`src/rtl/qam_demod.sv`:
```
// 4-point QAM demodulator: correlates rx samples against the local sin/cos
// reference over each 128-sample symbol, decides the symbol and tracks frame/gap state.
module qam_demod #(
    parameter int DATA_W     = 9,
    parameter int PHASE_W    = 7,
    parameter int ACC_W      = 25,
    parameter int ENERGY_TH  = 2048,
    parameter int FRAME_SYMS = 32
) (
    input  logic                     clk,
    input  logic                     reset,
    input  logic signed [DATA_W-1:0] rx_in,
    input  logic signed [DATA_W-1:0] GetSin,
    input  logic signed [DATA_W-1:0] GetCos,
    output logic [1:0]               conv_out,
    output logic                     conv_valid,
    output logic [5:0]               sym_idx,
    output logic                     frame_start,
    output logic                     in_gap,
    output logic                     frame_err
);

    typedef enum logic [1:0] {SYNC, DATA, GAP} state_t;

    localparam logic [5:0] LAST_IDX = 6'(FRAME_SYMS - 1);

    logic [PHASE_W-1:0]         r_phase;
    logic signed [ACC_W-1:0]    r_i_acc;
    logic signed [ACC_W-1:0]    r_q_acc;
    logic [ACC_W-1:0]           r_e_acc;
    state_t                     r_state;
    logic [5:0]                 r_cnt;
    logic [1:0]                 r_conv_out;
    logic                       r_conv_valid;
    logic [5:0]                 r_sym_idx;
    logic                       r_frame_start;
    logic                       r_frame_err;

    logic signed [2*DATA_W-1:0] w_i_prod;
    logic signed [2*DATA_W-1:0] w_q_prod;
    logic signed [DATA_W:0]     w_rx_ext;
    logic [DATA_W:0]            w_rx_abs;
    logic                       w_first;
    logic                       w_last;
    logic signed [ACC_W-1:0]    w_i_sum;
    logic signed [ACC_W-1:0]    w_q_sum;
    logic [ACC_W-1:0]           w_e_sum;
    logic                       w_silent;
    logic [1:0]                 w_sym;
    state_t                     w_state_nxt;
    logic [5:0]                 w_cnt_nxt;
    logic                       w_emit;
    logic                       w_start;
    logic                       w_err;
    logic [5:0]                 w_idx;

    assign w_i_prod = rx_in * GetCos;
    assign w_q_prod = rx_in * GetSin;
    // One extra bit so that |-256| = 256 is representable.
    assign w_rx_ext = {rx_in[DATA_W-1], rx_in};
    assign w_rx_abs = w_rx_ext[DATA_W] ? unsigned'(-w_rx_ext) : unsigned'(w_rx_ext);

    assign w_first = (r_phase == '0);
    assign w_last  = &r_phase;

    // Phase 0 restarts from its own sample, so symbols run back to back with no idle cycle.
    assign w_i_sum = (w_first ? '0 : r_i_acc) + ACC_W'(w_i_prod);
    assign w_q_sum = (w_first ? '0 : r_q_acc) + ACC_W'(w_q_prod);
    assign w_e_sum = (w_first ? '0 : r_e_acc) + ACC_W'(w_rx_abs);

    assign w_silent = (w_e_sum < ACC_W'(ENERGY_TH));
    assign w_sym    = {(w_i_sum < 0), (w_q_sum > 0)};

    always_ff @(posedge clk or negedge reset) begin
        // NOTE: sequential state uses non-blocking assignments so every register samples pre-edge values.
        if (!reset) begin
            r_phase <= '0;
            r_i_acc <= '0;
            r_q_acc <= '0;
            r_e_acc <= '0;
        end else begin
            r_phase <= r_phase + 1'b1;
            r_i_acc <= w_i_sum;
            r_q_acc <= w_q_sum;
            r_e_acc <= w_e_sum;
        end
    end

    always_comb begin
        // NOTE: every output of this block gets a default first, so no path can infer a latch.
        w_state_nxt = r_state;
        w_cnt_nxt   = r_cnt;
        w_emit      = 1'b0;
        w_start     = 1'b0;
        w_err       = 1'b0;
        w_idx       = r_cnt;
        if (w_last) begin
            case (r_state)
                SYNC, GAP: begin
                    if (!w_silent) begin
                        w_emit      = 1'b1;
                        w_start     = 1'b1;
                        w_idx       = '0;
                        w_cnt_nxt   = 6'd1;
                        w_state_nxt = DATA;
                    end
                end
                DATA: begin
                    if (w_silent) begin
                        w_err       = 1'b1;
                        w_cnt_nxt   = '0;
                        w_state_nxt = SYNC;
                    end else begin
                        w_emit    = 1'b1;
                        w_idx     = r_cnt;
                        w_cnt_nxt = r_cnt + 1'b1;
                        if (r_cnt == LAST_IDX) begin
                            w_state_nxt = GAP;
                        end
                    end
                end
                default: w_state_nxt = SYNC;
            endcase
        end
    end

    always_ff @(posedge clk or negedge reset) begin
        if (!reset) begin
            r_state       <= SYNC;
            r_cnt         <= '0;
            r_conv_out    <= '0;
            r_conv_valid  <= 1'b0;
            r_sym_idx     <= '0;
            r_frame_start <= 1'b0;
            r_frame_err   <= 1'b0;
        end else begin
            r_state       <= w_state_nxt;
            r_cnt         <= w_cnt_nxt;
            r_conv_valid  <= w_emit;
            r_frame_start <= w_start;
            r_frame_err   <= w_err;
            if (w_emit) begin
                r_conv_out <= w_sym;
                r_sym_idx  <= w_idx;
            end
        end
    end

    assign conv_out    = r_conv_out;
    assign conv_valid  = r_conv_valid;
    assign sym_idx     = r_sym_idx;
    assign frame_start = r_frame_start;
    assign frame_err   = r_frame_err;
    assign in_gap      = (r_state == GAP);

endmodule
```
`config.mk`:
```
export PLATFORM = sky130hd
export DESIGN_NAME = qam_demod
export DESIGN_NICKNAME = d
export VERILOG_FILES = /design/src/rtl/qam_demod.sv
export SDC_FILE = /design/constraint.sdc
export NUM_CORES = 1
export LEC_CHECK = 0
export CORE_ASPECT_RATIO = 0.7
export CORE_MARGIN = 5
export CORE_UTILIZATION = 60
export CTS_CLUSTER_SIZE = 16
export DETAILED_ROUTE_END_ITERATION = 6
export HOLD_SLACK_MARGIN = 0.06
export PLACE_DENSITY = 0.79
export SLEW_MARGIN = 0
export SYNTH_ARGS = -nofsm -noshare
export SYNTH_HDL_FRONTEND = slang
export SYNTH_SLANG_ARGS = --single-unit
```
`constraint.sdc`:
```
create_clock -name clk -period 10.95 [get_ports clk]
set_input_delay 2.7375 -clock clk [delete_from_list [all_inputs] [get_ports clk]]
set_output_delay 2.7375 -clock clk [all_outputs]
set_load 0.05 [all_outputs]
```
==> summary.txt <==
Synth
  • Synthesized Nets: 1711
  • Post-synthesis mux area share: 0.427%
  • Mapped Cells: 1403
  • Top post-synthesis cells by area: fa_1 22%, dfrtp_1 20%, ha_1 13%
  • Area leader, netlist: fa_1
  • Post-synth EDFFs: 0
  • Most common cell in the synthesized netlist: inv_1
  • Sequential fraction of the synthesis area: 19.6%
  • Top cells by count, synth: 173 x inv_1, 149 x nand2_1, 143 x fa_1
  • Post-synth cell types: 75
  • Post-Synth Adder-Cell Area: 35.4%
  • Post-Synth Simple-Gate Area: a little under a fifth
  • Mapped Area: 12900 sq um
  • Commonest register cell after synthesis: dfrtp_1
  • Largest family of logic cells by synthesized area: adder cells
  • #FFs+latches synth: between 100 and 150
  • Xor-xnor portion of the synthesized cell area: 7.95%
  • Share of the synthesized area in the top cell type: 22.2%
  • Async SR Flop Fraction: 100%
  • YS warnings: 0
  • Complex-gate fraction of the synthesized area: between 10% and 20%
  • Avg Cell Area, Syn: around 9.2 sq um

GRT
  • Total congestion overflow: 0
  • Tot GR Track Use: 23.3%
  • Antenna violations before repair: 0
  • Vias in the first global route: 9861
  • Largest net degree at the start of global routing: 74
  • First-pass GRT wire length: 47600 microns

Run status
  • Status: completed

Worst hold path
  • Hold Path Depth: 1
  • HP Start: r_phase[0]$_DFF_PN0_
  • Hold Path End: r_phase[0]$_DFF_PN0_
  • Worst min-delay path class: reg -> reg

Placed design
  • Port bufs: 40
  • Routability cong.: 0.845
  • Dpl hpwl: 20900 microns

Clock tree
  • Clk pin slew, worst setup/hold paths: around 80 ps
  • PostCTS Resize Cnt: 0
  • CTS root buf: clkbuf_16
  • Max Buffers Root-to-Sink: 2
  • Clk Latency, worst-skew pair: around 360 ps
  • CTS HTree Levels: 3
  • CTS tree: yes
  • # Post-CTS Setup Buffers: 0
  • Clock Sink Count: around 100
  • Total CTS buffers: 9
  • Hold buffers post-CTS: 0

Timing
  • Fin crit share: between 90% and 100%
  • Setup TNS: 0 ps
  • Setup violations, final: 0
  • Final Max Tran Viols: 0
  • Worst hold margin: 482 ps
  • Layout Skew: 12.1 ps
  • Tmin final: 9980 ps
  • RSZ-0062 raised after global routing: no
  • Actual slew at the worst max-slew pin: between 800 and 900 ps
  • Max Freq: approximately 100 MHz
  • Rel. slew slack: a little over two fifths
  • Fin. Hold Viols: 0

Die
  • Die height: 133 microns
  • I/O Pins: 41
  • Rows: 44
  • Die area: 24600 sq um
  • Die outline width: around 190 microns
  • Initial Utilization: 61.6%
  • Core region area: 20900 sq um

Worst setup path
  • R2R Path End: conv_out[1]$_DFFE_PN0P_
  • Worst EP arrival: ~10000 ps
  • R2R cell count: 19
  • Slowest cell on crit path: clkdlybuf4s50_1
  • CP Class: in -> reg
  • Worst path bufs/invs: 4
  • Critical path peak fanout: 14
  • R2R Path Start: r_phase[0]$_DFF_PN0_
  • CP peak stage delay: 890 ps
  • CP Capture Type: register
  • CP Launch Type: input port
  • Worst Path Required: around 11000 ps
  • Family with the most delay on the worst path: adder cells
  • Most frequent CP cell: fa_1
  • FF-to-FF setup slack: roughly 5000 ps

Layout
  • Number of diodes: 0
  • Layout cell share with drive strength beyond 1: ~3.7%
  • Layout Utilization: 66.2%
  • Final Net Count: ~1700
  • Area delta synth->final: 7.47%

Route
  • Post-Route WL: about 27000 microns
  • DRC Markers: 0
  • Routed wire per std cell: about 16 microns
  • Antenna-violating nets left: 0
  • Vias per cell: around 5.7
  • Initial drt markers: roughly 710
  • DRT Pass-1 Iters: 7
  • Total number of vias: a little under 10000

Flow run
  • MaxCap Viol Count: 0
[final cells by class]
| cell class | count | area (sq um) |
|---|---|---|
| Clock buffer | 9 | 225 |
| Tap cell | 276 | 345 |
| Fill cell | 1658 | 7070 |
| Inverter | 174 | 653 |
| Clock inverter | 7 | 77.6 |
| Timing Repair Buffer | 53 | 495 |
| Multi-Input combinational cell | 1083 | 9530 |
| Sequential cell | 101 | 2530 |
[per-stage QoR]
step                      cells  instance area, sq um  setup WS [ps]
final                      1703                 13900            975
after global routing       1703                 13900            430
after CTS                  1703                 13900           1020
after detailed placement   1687                 13600            682
after global placement     1687                 13600            716
after floorplan            1403                 12900           1340
[cell families (layout without fill, tap and decap cells)]
family,count (synthesis),after routing
flops,101,101
xor+xnor,114,114
compound gates,225,225
simple gates,459,459
mux,5,5
fa+ha+maj,279,279
other cells,1,1
buf+inv,219,243
[per-layer routing]
layer | up-vias | GRT usage, % | wire length (microns)
li1 | 4660 | - | -
met1 | 4725 | 36.4 | 13300
met2 | 304 | 34.1 | 11500
met3 | 30 | 3.87 | 1770
met4 | 0 | 5.18 | 407
met5 | - | 0 | 0
[sequential cells by signal (all words and copies together) (netlist names)]
signal	count
r_e_acc	25
r_i_acc	25
r_q_acc	25
r_phase	7
r_cnt	6
sym_idx	6
conv_out	2
r_state	2
conv_valid	1
frame_err	1
frame_start	1
[worst max-delay path by stage]
stage | startpoint | to | slack (ps) | cells past startpoint
floorplan | rx_in[8] | conv_out[1]$_DFFE_PN0P_ | 1340 | 27
global placement | rx_in[5] | conv_out[0]$_DFFE_PN0P_ | 720 | 28
global route | rx_in[1] | conv_out[1]$_DFFE_PN0P_ | 430 | 26
CTS | rx_in[5] | conv_out[0]$_DFFE_PN0P_ | 1020 | 27
detailed placement | rx_in[5] | conv_out[0]$_DFFE_PN0P_ | 680 | 27
finish | rx_in[5] | conv_out[0]$_DFFE_PN0P_ | 970 | 27
[placed cells by master, fill, tap and decap left out, types with 5 or more instances in the layout]
cell type and n:
inv_1 173, nand2_1 149, fa_1 143, ha_1 136
and2_1 125, dfrtp_1 101, xnor2_1 81, nor2_1 64
a21oi_1 52, clkdlybuf4s50_1 39, o21ai_0 33, xor2_1 31
a21o_1 21, nand2b_1 20, nand3_1 19, nor3_1 16
o21bai_1 14, o21a_1 14, a31oi_1 14, buf_4 14
o21ai_1 11, a22o_1 11, or3_1 10, nor4_1 9
clkbuf_16 9, nand4_1 8, and3_1 8, nor2b_1 8
a211oi_1 7, or4_1 5, o31a_1 5, o2111ai_1 5
Power is not shown: default switching activity piles up to over one toggle a cycle in this logic, so the estimate is an artifact.
